===== src/rtl/usr_shift_sequencer.sv =====
// Command sequencer for a 4-bit universal shift register: runs one TX or RX
// command per valid/ready handshake, captures the USR word and pulses done.
module usr_shift_sequencer #(
    parameter int unsigned WIDTH = 4,
    parameter int unsigned LEN_W = 3
) (
    input  logic             clk,
    input  logic             rst,
    input  logic             cmd_valid,
    output logic             cmd_ready,
    input  logic [1:0]       cmd_op,
    input  logic [LEN_W-1:0] cmd_len,
    input  logic             cmd_fill,
    input  logic [WIDTH-1:0] tx_data,
    input  logic             abort,
    input  logic             ser_in,
    input  logic [WIDTH-1:0] usr_q,
    output logic [1:0]       usr_select,
    output logic [WIDTH-1:0] usr_p_data,
    output logic             usr_s_in,
    output logic             tx_active,
    output logic             busy,
    output logic             done,
    output logic             aborted,
    output logic [WIDTH-1:0] rx_data
);

    typedef enum logic [1:0] {
        S_IDLE,
        S_LOAD,
        S_SHIFT,
        S_CAPTURE
    } state_t;

    localparam logic [1:0] SEL_HOLD  = 2'b00;
    localparam logic [1:0] SEL_RIGHT = 2'b01;
    localparam logic [1:0] SEL_LEFT  = 2'b10;
    localparam logic [1:0] SEL_LOAD  = 2'b11;

    state_t           state_q, state_d;
    logic [LEN_W-1:0] cnt_q, cnt_d;
    logic [LEN_W-1:0] len_q, len_d;
    logic [1:0]       op_q, op_d;
    logic             fill_q, fill_d;
    logic [WIDTH-1:0] data_q, data_d;
    logic [WIDTH-1:0] rx_q, rx_d;
    logic             done_q, done_d;
    logic             aborted_q, aborted_d;

    always_ff @(posedge clk) begin
        if (rst) begin
            state_q   <= S_IDLE;
            cnt_q     <= '0;
            len_q     <= '0;
            op_q      <= '0;
            fill_q    <= 1'b0;
            data_q    <= '0;
            rx_q      <= '0;
            done_q    <= 1'b0;
            aborted_q <= 1'b0;
        end else begin
            state_q   <= state_d;
            cnt_q     <= cnt_d;
            len_q     <= len_d;
            op_q      <= op_d;
            fill_q    <= fill_d;
            data_q    <= data_d;
            rx_q      <= rx_d;
            done_q    <= done_d;
            aborted_q <= aborted_d;
        end
    end

    always_comb begin
        state_d    = state_q;
        cnt_d      = cnt_q;
        len_d      = len_q;
        op_d       = op_q;
        fill_d     = fill_q;
        data_d     = data_q;
        rx_d       = rx_q;
        done_d     = 1'b0;
        aborted_d  = 1'b0;
        usr_select = SEL_HOLD;

        unique case (state_q)
            S_IDLE: begin
                if (cmd_valid) begin
                    op_d   = cmd_op;
                    len_d  = cmd_len;
                    fill_d = cmd_fill;
                    data_d = tx_data;
                    cnt_d  = '0;
                    if (!cmd_op[1])          state_d = S_LOAD;
                    else if (cmd_len == '0)  state_d = S_CAPTURE;
                    else                     state_d = S_SHIFT;
                end
            end
            S_LOAD: begin
                usr_select = SEL_LOAD;
                cnt_d      = '0;
                state_d    = (len_q == '0) ? S_CAPTURE : S_SHIFT;
            end
            S_SHIFT: begin
                usr_select = op_q[0] ? SEL_LEFT : SEL_RIGHT;
                cnt_d      = cnt_q + LEN_W'(1);
                if (cnt_q == len_q - LEN_W'(1)) state_d = S_CAPTURE;
            end
            S_CAPTURE: begin
                rx_d    = usr_q;
                done_d  = 1'b1;
                cnt_d   = '0;
                state_d = S_IDLE;
            end
            default: state_d = S_IDLE;
        endcase

        // Abort overrides every non-idle transition, including CAPTURE completion.
        if (abort && state_q != S_IDLE) begin
            state_d    = S_IDLE;
            usr_select = SEL_HOLD;
            rx_d       = rx_q;
            done_d     = 1'b0;
            aborted_d  = 1'b1;
        end
    end

    assign cmd_ready  = (state_q == S_IDLE);
    assign busy       = ~cmd_ready;
    assign tx_active  = (state_q == S_SHIFT) && !op_q[1];
    assign usr_p_data = data_q;
    assign usr_s_in   = (state_q == S_IDLE) ? 1'b0 : (op_q[1] ? ser_in : fill_q);
    assign done       = done_q;
    assign aborted    = aborted_q;
    assign rx_data    = rx_q;

endmodule


===== config.mk =====
export PLATFORM = sky130hd
export DESIGN_NAME = usr_shift_sequencer
export DESIGN_NICKNAME = d
export VERILOG_FILES = /design/src/rtl/usr_shift_sequencer.sv
export SDC_FILE = /design/constraint.sdc
export NUM_CORES = 1
export LEC_CHECK = 0
export BUFFER_PORTS_ARGS = -buffer_cell sky130_fd_sc_hd__buf_2
export CORE_MARGIN = 3
export CORE_UTILIZATION = 25
export CTS_CLUSTER_DIAMETER = 30
export DETAILED_ROUTE_END_ITERATION = 10
export PLACE_DENSITY = 0.49
export SYNTH_ARGS = -nofsm -noshare
export SYNTH_HDL_FRONTEND = slang
export SYNTH_SLANG_ARGS = --single-unit

===== constraint.sdc =====
create_clock -name clk -period 1.8 [get_ports clk]
set_input_delay 0.09 -clock clk [delete_from_list [all_inputs] [get_ports clk]]
set_output_delay 0.09 -clock clk [all_outputs]
set_load 0.01 [all_outputs]

* Yosys cells after proc, flatten, opt, wreduce, memory -nomap -nowiden
Index checks and enable logic that the tools add are counted.
** Storage, ports and cells
- Input bits :: 19
- Word-level logic and storage cells :: 46
- Flip-flop bits (word level) :: 21
** Cells by class
- Bitwise logic cells :: 2
- Muxes and demuxes :: 15
- Reduce and logical (&&, ||, !) cells :: 12
- $add $sub $neg :: 2
- Equal/unequal tests :: 6
** Operators by type and width (number)
- 2-to-1 mux 2 bit :: 5
- case mux 3 bit (3 select lines) :: 1
- case mux 2 bit (4 select lines) :: 1
- zero test 3 bit :: 2
- 2-to-1 mux 1 bit :: 6
- AND reduction 2 bit :: 3
- equality test 2 bit, second input constant :: 2
- inequality test 2 bit, second input constant :: 2
- case mux 2 bit (2 select lines) :: 1
- OR reduction 2 bit :: 2
- adder 3 x 1 -> 3 bit, second input constant :: 1
- equality test 3 bit :: 1
- 2-to-1 mux 3 bit :: 1
- subtractor 3 x 1 -> 3 bit, second input constant :: 1
- equality test 2 x 1 -> 1 bit, second input constant :: 1
- logical AND 1 bit :: 2
- zero test 2 bit :: 1
- inverter 1 bit :: 2
- nonzero test 2 bit :: 1
- zero test 1 bit :: 1

* Depth between registers and ports, before layout
Gate-level depths: netlist of the first run.
- Word-level depth :: 5
- Depth in mapped cells :: 7
- Depth with buffers taken out :: 7

* Worst setup path before layout of the first run
No wires, ideal clock.
- Path kind :: reg2reg
- Start :: register len_q[0]
- End :: register state_q[1]
- Library setup time :: 0.121 ns
- Buffers on the path :: 0
- Cell stages (with the launch flop) :: 7
- Arrival time :: 1.553 ns
- Data required time :: 1.679 ns
- Clock period less this slack :: 1.674 ns
- Setup slack :: 0.126 ns
- Path through :: dfxtp_1 > inv_1 > ha_1 > ha_1 > xor2_1 > a41oi_4 > mux2_4
** On the way
- Cells in the longest elaborated chain, start to end :: 4
** RTL lines
- start: declaration :: line 42 : logic [LEN_W-1:0] len_q, len_d;
- start signal: assignment :: line 64 : len_q <= len_d;
- subtractor 3 x 1 -> 3 bit :: line 107 : if (cnt_q == len_q - LEN_W'(1)) state_d = S_CAPTURE;
- equality test 3 bit :: line 107
- inequality test 2 bit (no line)
- AND reduction 2 bit (no line)
- end signal: assignment :: line 62 : state_q <= state_d;
- end: declaration :: line 40 : state_t state_q, state_d;
Every way passes these cells.
A chain may end at the register's enable or synchronous reset.

* Final worst setup path of the first run
Ends and elaborated chain as after synthesis.

==> flow_metrics.env, run 1 <==
export IMPL_fin_crit_sh=0.9405
export IMPL_criticalPathCategory="flop to flop"
export IMPL_grt_max_degree=24
export IMPL_insertedDiodeCount=0
export IMPL_synth_most_common_cell="nand2_1"
export IMPL_cts_buffers_inserted=3
export IMPL_yosysSeqAreaShare=0.4078
export IMPL_gp_congestion=0.7374
export IMPL_period_needed_ns=1.693
export IMPL_dieArea_um2=4931
export IMPL_worstMarginPinSlew_ns=0.4195
export IMPL_synth_top_flop_cell="dfxtp_1"
export IMPL_hold_viol=0
export IMPL_combPwrFrac=0.467
export IMPL_drive_gt1_frac=0.2938
export IMPL_power_total_mw=1.693
export IMPL_reg2reg_depth=6
export IMPL_grt_pass1_wl_um=4077
export IMPL_clkTransAtPathRegs_ns=0.08
export IMPL_synth_area_per_cell_um2=8.248
export IMPL_die_y_um=70.22
export IMPL_crit_start="len_q[0]"
export IMPL_max_freq_mhz=590.7
export IMPL_worstPathMaxFanout=3
export IMPL_root_buffer="clkbuf_8"
export IMPL_wl_per_cell_um=11.82
export IMPL_via_per_inst=4.433
export IMPL_drt_total_wl_um=2458
export IMPL_grt_pass1_vias=913
export IMPL_seq_power_share=0.347
export IMPL_yosys_top_cells_count="30 x nand2_1, 21 x dfxtp_1, 20 x a21oi_1, 7 x ha_1, 7 x inv_1"
export IMPL_clockBufferDepth=2
export IMPL_num_rows=22
export IMPL_first_pass_iters=2
export IMPL_coreArea_um2=3826
export IMPL_pin_count=35
export IMPL_cts_setup_buffers=0
export IMPL_syn_nets=151
export IMPL_synth_distinct_cells=27
export IMPL_synth_seq_cells=21
export IMPL_whs_ns=0.05796
export IMPL_power_density_nw_per_um2=1300
export IMPL_reg2reg_from="len_q[0]"
export IMPL_insertion_delay_ns=0.26
export IMPL_layout_nets=187
export IMPL_setup_viol=0
export IMPL_hpwl_um=1878
export IMPL_ys_async_sr_fraction=0
export IMPL_netlist_area_um2=1031
export IMPL_p_int_mw=1.031
export IMPL_remaining_drc_errors=0
export IMPL_drt_iter0_drc=14
export IMPL_endpoint_kind="flop"
export IMPL_synth_edff_count=0
export IMPL_post_route_util=0.3404
export IMPL_overflow=0
export IMPL_areaGrowthSynthToFinish_pct=26.34
export IMPL_synth_top_area_share=0.4078
export IMPL_leakagePower_nw=0.5863
export IMPL_swShare=0.3909
export IMPL_worst_r2r_setup_slack_ns=0.11
export IMPL_vias=922
export IMPL_endpoint="state_q[1]"
export IMPL_r2r_end="state_q[1]"
export IMPL_rsz0062_at_grt="false"
export IMPL_netlist_top_cells_area="dfxtp_1 41%, nand2_1 11%, a21oi_1 9.7%"
export IMPL_io_buffers=34
export IMPL_drv_slew=0
export IMPL_dieWidth_um=70.22
export IMPL_crit_arrival_ns=1.85
export IMPL_status="finished, final reports clean"
export IMPL_cts_tree="yes"
export IMPL_ant_nets=0
export IMPL_clock_skew_ns=0.005271
export IMPL_cts_hold_buf=0
export IMPL_slew_limit_headroom=0.7203
export IMPL_placed_cell_area_um2=1244
export IMPL_p_sw_uw=662.1
export IMPL_drv_cap=0
export IMPL_initial_utilization=0.2695
export IMPL_gr_usage_all_layers=0.1028
export IMPL_cp_start_kind="flop"
export IMPL_yosysTopAreaCell="dfxtp_1"
export IMPL_hp_class="primary input to flop"
export IMPL_required_ns=1.96
export IMPL_power_ir_vdd_worst_mv=0.5914
export IMPL_cts_max_level=1
export IMPL_design_area_um2=1303
export IMPL_ys_warn_count=0
export IMPL_pwr_share_clk=0.186
export IMPL_clkSinkCount=21
export IMPL_fin_tns_setup_ns=0
export IMPL_syn_inst=125
export IMPL_antenna_found_initial=0
sequential cells by signal (all words and copies together) (netlist names):
signal	flops
rx_data	4
fill_q	1
cnt_q	3
aborted	1
state_q	2
len_q	3
done	1
usr_p_data	4
op_q	2
per-stage QoR:
step,setup slack (ns),cells
after global routing,0.01690,208
after detailed placement,0.04956,204
after global placement,0.08824,204
final,0.1071,208
after CTS,0.03259,208
after floorplan,0.1262,125
cells in the final DEF (no fill, tap or decap):
| cell type | instances |
|---|---|
| a21oi_1 | 20 |
| a31oi_1 | 1 |
| a41oi_4 | 1 |
| and2_1 | 1 |
| and2b_4 | 1 |
| buf_2 | 34 |
| buf_4 | 2 |
| clkbuf_8 | 3 |
| clkinv_2 | 1 |
| dfxtp_1 | 21 |
| ha_1 | 6 |
| ha_2 | 1 |
| inv_1 | 7 |
| mux2_4 | 1 |
| mux2i_1 | 3 |
| nand2_1 | 30 |
| nand2b_1 | 1 |
| nand2b_2 | 1 |
| nand3_1 | 5 |
| nand3b_1 | 1 |
| nand4b_1 | 1 |
| nor2_1 | 5 |
| nor2_2 | 1 |
| nor2b_1 | 3 |
| nor3_1 | 2 |
| o21ai_0 | 1 |
| o21ai_1 | 1 |
| or3_1 | 2 |
| xor2_1 | 2 |
| xor2_2 | 1 |
layout make-up:
| class | count | area [um2] |
|---|---|---|
| clock buffers | 3 | 41.29 |
| clock inverters | 1 | 5.005 |
| fillers | 405 | 2524 |
| inverters | 7 | 26.28 |
| multi-input cells | 92 | 564.3 |
| flip-flops and latches | 21 | 420.4 |
| well taps | 48 | 60.06 |
| repair buffers | 36 | 185.2 |
cells by family after synthesis:
family	synth area share
AND/OR/NAND/NOR	0.2415
flip-flops	0.4078
AO/OA/AOI/OAI	0.1396
adder cells (fa/ha/maj)	0.08495
XOR/XNOR	0.02549
multiplexers	0.04369
buffers and inverters	0.05704
worst min-delay path by stage:
stage                           from             to  slack (ns)  cells after the start
after global placement      cmd_fill         fill_q        0.33                      3
after CTS                   cmd_fill         fill_q        0.06                      3
final                       cmd_fill         fill_q        0.06                      3
after floorplan             cmd_fill         fill_q        0.23                      2
after detailed placement    cmd_fill         fill_q        0.34                      3
after global routing      tx_data[3]  usr_p_data[3]        0.06                      3
worst max-delay path, stage by stage, from the launching register on:
cell	delay, ns
dfxtp_1	0.37
inv_1	0.06
ha_1	0.19
ha_1	0.31
xor2_2	0.17
a41oi_4	0.18
mux2_4	0.32
metal layers:
metal,vias to the layer above,GRT usage,wire (um)
met4,0,0.05106,42
met1,411,0.1183,1080
met2,21,0.1788,1222
li1,486,-,-
met5,-,0,0
met3,4,0.02014,112
repair_timing:
item,in CTS,in global routing
pin swaps,0,1
setup endpoints to repair,2,3
resized for setup,1,2
gates cloned,0,0
power groups by stage:
stage	logic [mW]	registers [mW]	clock network [mW]
after floorplan	0.554	0.606	0
after CTS	0.780	0.589	0.323
final	0.790	0.588	0.316
after global placement	0.758	0.596	0
after detailed placement	0.772	0.600	0
after global routing	0.881	0.600	0.344
Note: power is estimated with default switching activity, not from simulation.
==> inputs of run 2 (changes only) <==
--- a/config.mk
+++ b/config.mk
@@ -7,10 +7,10 @@
 export LEC_CHECK = 0
 export BUFFER_PORTS_ARGS = -buffer_cell sky130_fd_sc_hd__buf_2
 export CORE_MARGIN = 3
-export CORE_UTILIZATION = 25
+export CORE_UTILIZATION = 48
 export CTS_CLUSTER_DIAMETER = 30
 export DETAILED_ROUTE_END_ITERATION = 10
-export PLACE_DENSITY = 0.49
+export PLACE_DENSITY = 0.8
 export SYNTH_ARGS = -nofsm -noshare
 export SYNTH_HDL_FRONTEND = slang
 export SYNTH_SLANG_ARGS = --single-unit
==> flow_metrics.env, run 2 (synthesis gave the netlist of run 1 again) <==
export IMPL_gr_usage_all_layers=0.1913
export IMPL_top_layer="met4"
export IMPL_first_pass_iters=4
export IMPL_rsz0062_at_grt="false"
export IMPL_clkSinkCount=21
export IMPL_multi_input_area_um2=564.3
export IMPL_cts_hold_buf=0
export IMPL_io_buffers=34
export IMPL_crit_path_cell_trace="inv_1, ha_2, nand2b_2, nand2_1, nor2_1, buf_2"
export IMPL_endpoint_kind="primary output"
export IMPL_seq_power_share=0.368
export IMPL_hpwl_um=1714
export IMPL_areaGrowthSynthToFinish_pct=22.09
export IMPL_pin_count=35
export IMPL_clock_skew_ns=0.002305
export IMPL_antenna_found_initial=0
export IMPL_seqCellArea_um2=421.7
export IMPL_hold_viol=0
export IMPL_ant_nets=0
export IMPL_fin_cells=187
export IMPL_dieWidth_um=52.35
export IMPL_dieArea_um2=2740
export IMPL_setup_viol=0
export IMPL_drt_total_wl_um=2263
export IMPL_grt_pass1_wl_um=3870
export IMPL_dpl_cell_count=183
export IMPL_worstPathMaxFanout=7
export IMPL_combPwrFrac=0.486
export IMPL_crit_path_max_incr_delay_ns=0.36
export IMPL_fin_tns_setup_ns=0
export IMPL_cts_max_level=1
export IMPL_vias=914
export IMPL_criticalPathCategory="flop to primary output"
export IMPL_swShare=0.4016
export IMPL_slowest_stage="dfxtp_1"
export IMPL_clkTransAtPathRegs_ns=0.12
export IMPL_num_rows=16
export IMPL_drv_slew=0
export IMPL_leakagePower_nw=0.5789
export IMPL_pwr_share_clk=0.145
export IMPL_met1_length_um=961
export IMPL_initial_utilization=0.5150
export IMPL_overflow=0
export IMPL_drt_iter0_drc=7
export IMPL_via_per_inst=4.888
export IMPL_die_y_um=52.35
export IMPL_remaining_drc_errors=0
export IMPL_crit_arrival_ns=1.58
export IMPL_met3_wirelength_um=149
export IMPL_p_sw_uw=642.7
export IMPL_grt_pass1_vias=928
export IMPL_insertedDiodeCount=0
export IMPL_wl_per_cell_um=12.10
export IMPL_cp_start_kind="flop"
export IMPL_clockBufferDepth=2
export IMPL_grt_max_degree=24
export IMPL_power_density_nw_per_um2=1271
export IMPL_worstMarginPinSlew_ns=0.4189
export IMPL_fin_crit_sh=0.9285
export IMPL_power_ir_vdd_worst_mv=0.7775
export IMPL_period_needed_ns=1.671
export IMPL_status="finished, final reports clean"
export IMPL_coreArea_um2=2002
export IMPL_drv_cap=0
export IMPL_mostFrequentLayoutCell="buf_2"
export IMPL_hp_class="primary input to flop"
export IMPL_nFillCells=175
export IMPL_cts_buffers_inserted=3
export IMPL_met2_length_um=1118
export IMPL_slew_limit_headroom=0.7207
export IMPL_gp_congestion=0.7992
export IMPL_max_freq_mhz=598.4
export IMPL_layout_common_cells="34 x buf_2, 30 x nand2_1, 20 x a21oi_1, 20 x dfxtp_1, 7 x inv_1"
export IMPL_root_buffer="clkbuf_4"
export IMPL_cts_tree="yes"
export IMPL_layout_nets=187
export IMPL_drive_gt1_frac=0.3000
export IMPL_required_ns=1.71
export IMPL_insertion_delay_ns=0.30
export IMPL_p_int_uw=957.7
-- run 2: cell types whose count changed in the layout (fill, tap and decap cells not counted) --
| cell | delta |
|---|---|
| dfxtp_2 | +1 |
| clkbuf_4 | +3 |
| clkbuf_8 | -3 |
| dfxtp_1 | -1 |
-- run 2: final cells by class --
cell class | count | area share
Multi-Input combinational cell | 92 | 0.4483
Sequential cell | 21 | 0.3350
Timing Repair Buffer | 36 | 0.1471
Tap cell | 27 | 0.02684
Inverter | 7 | 0.02087
Clock buffer | 3 | 0.01789
Clock inverter | 1 | 0.003976
-- run 2: power groups by stage --
| stage | clock network (mW) | registers (mW) | logic, mW |
|---|---|---|---|
| 2_1_floorplan | 0 | 0.606 | 0.554 |
| 3_3_place_gp | 0 | 0.594 | 0.738 |
| 3_5_place_dp | 0 | 0.599 | 0.760 |
| 4_1_cts | 0.234 | 0.589 | 0.767 |
| 5_1_grt | 0.253 | 0.601 | 0.872 |
| 6_report | 0.232 | 0.590 | 0.779 |
-- run 2: per-layer routing --
layer	up-vias	GRT usage
met2	26	0.3202
li1	481	-
met4	0	0.08936
met3	4	0.04558
met1	403	0.2277
met5	-	0
-- run 2: final timing paths --
check	startpoint	depth (start not counted)	slack [ns]	endpoint
setup reg to reg	len_q[0]	6	0.15	state_q[1]
hold / removal	cmd_op[0]	3	0.008	op_q[0]
setup / recovery	state_q[0]	6	0.13	usr_select[0]
hold reg to reg	usr_p_data[1]	2	0.47	usr_p_data[1]
-- run 2: per-stage QoR --
stage / power [mW] / worst slack (ns) / hold WS [ns] / utilization / cell area [um2]
after floorplan: 1.160 / 0.1262 / 0.2260 / - / 1031
after global placement: 1.332 / 0.09906 / 0.3298 / 0.6081 / 1217
after detailed placement: 1.359 / 0.06228 / 0.3396 / 0.6081 / 1217
after CTS: 1.591 / 0.05655 / 0.004519 / 0.6231 / 1247
after global routing: 1.726 / 0.0006940 / 0.008016 / 0.6288 / 1259
final: 1.600 / 0.1287 / 0.008087 / 0.6288 / 1259
-- run 2: worst max-delay path: cells and delay by family (launching register included) --
kind,cells,cell delay (ns)
adders and majority gates,1,0.25
and+or+nand+nor,3,0.41
buffers and inverters,2,0.26
DFF,1,0.36
-- run 2: repair_timing --
item                       in CTS  in global routing
pin swaps                       0                  1
setup endpoints to repair       2                  3
hold endpoints to repair        0                  0
setup buffers                   0                  0
gates resized for setup         1                  3
gates cloned                    0                  0
==> inputs of run 3 (changes only) <==
--- a/config.mk
+++ b/config.mk
@@ -6,11 +6,13 @@
 export NUM_CORES = 1
 export LEC_CHECK = 0
 export BUFFER_PORTS_ARGS = -buffer_cell sky130_fd_sc_hd__buf_2
+export CELL_PAD_IN_SITES_DETAIL_PLACEMENT = 0
+export CELL_PAD_IN_SITES_GLOBAL_PLACEMENT = 2
 export CORE_MARGIN = 3
-export CORE_UTILIZATION = 48
+export CORE_UTILIZATION = 29
 export CTS_CLUSTER_DIAMETER = 30
 export DETAILED_ROUTE_END_ITERATION = 10
-export PLACE_DENSITY = 0.8
+export PLACE_DENSITY = 0.85
 export SYNTH_ARGS = -nofsm -noshare
 export SYNTH_HDL_FRONTEND = slang
 export SYNTH_SLANG_ARGS = --single-unit
==> constraint.sdc (replaced) <==
create_clock -name clk -period 2.15 [get_ports clk]
set_input_delay 0.1075 -clock clk [delete_from_list [all_inputs] [get_ports clk]]
set_output_delay 0.1075 -clock clk [all_outputs]
set_load 0.01 [all_outputs]
==> flow_metrics.env, run 3 (synthesis gave the netlist of run 1 again) <==
export IMPL_cts_max_level=1
export IMPL_hpwl_um=1807
export IMPL_areaGrowthSynthToFinish_pct=21.84
export IMPL_worstPathMaxFanout=11
export IMPL_crit_family="simple AND/OR/NAND/NOR gates"
export IMPL_layout_nets=185
export IMPL_antenna_found_initial=0
export IMPL_clock_skew_ns=0.002345
export IMPL_max_freq_mhz=539.2
export IMPL_slew_limit_headroom=0.7035
export IMPL_crit_path_cell_trace="inv_1, ha_2, nand2b_1, nand2_1, nor2_1, buf_2"
export IMPL_placed_cell_area_um2=1226
export IMPL_remaining_drc_errors=0
export IMPL_mostFrequentLayoutCell="buf_2"
export IMPL_gp_congestion=0.7149
export IMPL_power_ir_vdd_worst_mv=0.3312
export IMPL_criticalPathCategory="flop to primary output"
export IMPL_cts_hold_buf=0
export IMPL_status="finished, final reports clean"
export IMPL_layout_common_cells="34 x buf_2, 30 x nand2_1, 21 x dfxtp_1, 20 x a21oi_1, 7 x inv_1"
export IMPL_drt_total_wl_um=2381
export IMPL_leakagePower_nw=0.5682
export IMPL_rsz0062_at_grt="false"
export IMPL_gr_usage_all_layers=0.1254
export IMPL_worstMarginPinSlew_ns=0.4448
export IMPL_coreArea_um2=3390
export IMPL_drive_gt1_frac=0.2722
export IMPL_grt_pass1_wl_um=4174
export IMPL_clockBufferDepth=2
export IMPL_design_area_um2=1256
export IMPL_grt_pass1_vias=928
export IMPL_via_per_inst=4.520
export IMPL_path_buf_inv=2
export IMPL_root_buffer="clkbuf_4"
export IMPL_dieWidth_um=65.63
export IMPL_period_needed_ns=1.855
export IMPL_cts_setup_buffers=0
export IMPL_cts_tree="yes"
export IMPL_fin_cells=204
export IMPL_drv_slew=0
export IMPL_setup_viol=0
export IMPL_dp_slack_ns=0.3818
export IMPL_cp_start_kind="flop"
export IMPL_cts_buffers_inserted=3
export IMPL_first_pass_iters=2
export IMPL_fin_crit_sh=0.8626
export IMPL_clkTransAtPathRegs_ns=0.12
export IMPL_crit_arrival_ns=1.75
export IMPL_hp_class="primary input to flop"
export IMPL_power_density_nw_per_um2=1035
export IMPL_vias=922
export IMPL_grt_max_degree=24
export IMPL_wl_per_cell_um=11.67
export IMPL_overflow=0
export IMPL_dpl_cell_count=200
export IMPL_clkSinkCount=21
export IMPL_insertion_delay_ns=0.30
export IMPL_required_ns=2.04
export IMPL_post_route_util=0.3706
export IMPL_crit_path_max_incr_delay_ns=0.35
export IMPL_power_total_mw=1.300
export IMPL_slowest_stage="dfxtp_1"
export IMPL_num_rows=21
export IMPL_dieArea_um2=4307
export IMPL_drt_iter0_drc=42
export IMPL_pin_count=35
export IMPL_fin_tns_setup_ns=0
export IMPL_drv_cap=0
export IMPL_insertedDiodeCount=0
export IMPL_ant_nets=0
export IMPL_initial_utilization=0.3042
export IMPL_die_y_um=65.63
export IMPL_timing_final_ws_setup_ns=0.2953
export IMPL_endpoint_kind="primary output"
export IMPL_hold_viol=0
export IMPL_whs_ns=0.02722
export IMPL_io_buffers=34
## run 3: changes by cell type in the layout (fill, tap and decap cells not counted), sizes merged
cell	previous run	this run
buf	36	34
## run 3: path summary, 6_finish.rpt
kind | cells past startpoint | start | endpoint | slack [ns]
hold reg to reg | 2 | rx_data[3] | rx_data[3] | 0.46
setup reg to reg | 6 | len_q[0] | state_q[1] | 0.41
hold / removal | 3 | tx_data[3] | usr_p_data[3] | 0.03
setup / recovery | 6 | state_q[1] | usr_select[1] | 0.30
## run 3: repair_timing
action	CTS	global route
gates resized for setup	0	1
endpoints found under the setup margin	0	2
hold endpoints to repair	0	0
## run 3: routing by layer
layer	GRT usage	vias to the layer above	routed length, um
met4	0.05699	0	44
met5	0	-	0
met2	0.1952	22	1098
met3	0.03761	6	139
li1	-	479	-
met1	0.1579	415	1099
## run 3: cell type report
type | instances | area (um2)
inverters | 7 | 26.28
well taps | 46 | 57.56
clock inverters | 1 | 5.005
repair buffers | 34 | 170.2
clock buffers | 3 | 22.52
fillers | 380 | 2133
flip-flops and latches | 21 | 420.4
multi-input cells | 92 | 554.3
## run 3: where the power goes
| group | switching [mW] | internal [mW] | total [mW] |
|---|---|---|---|
| logic | 0.364 | 0.250 | 0.614 |
| clock network | 0.122 | 0.0694 | 0.192 |
| registers | 0.0405 | 0.453 | 0.494 |
## run 3: worst min-delay path, stage by stage
cell	delay [ns]
buf_2	0.09
nand2_1	0.05
a21oi_1	0.05
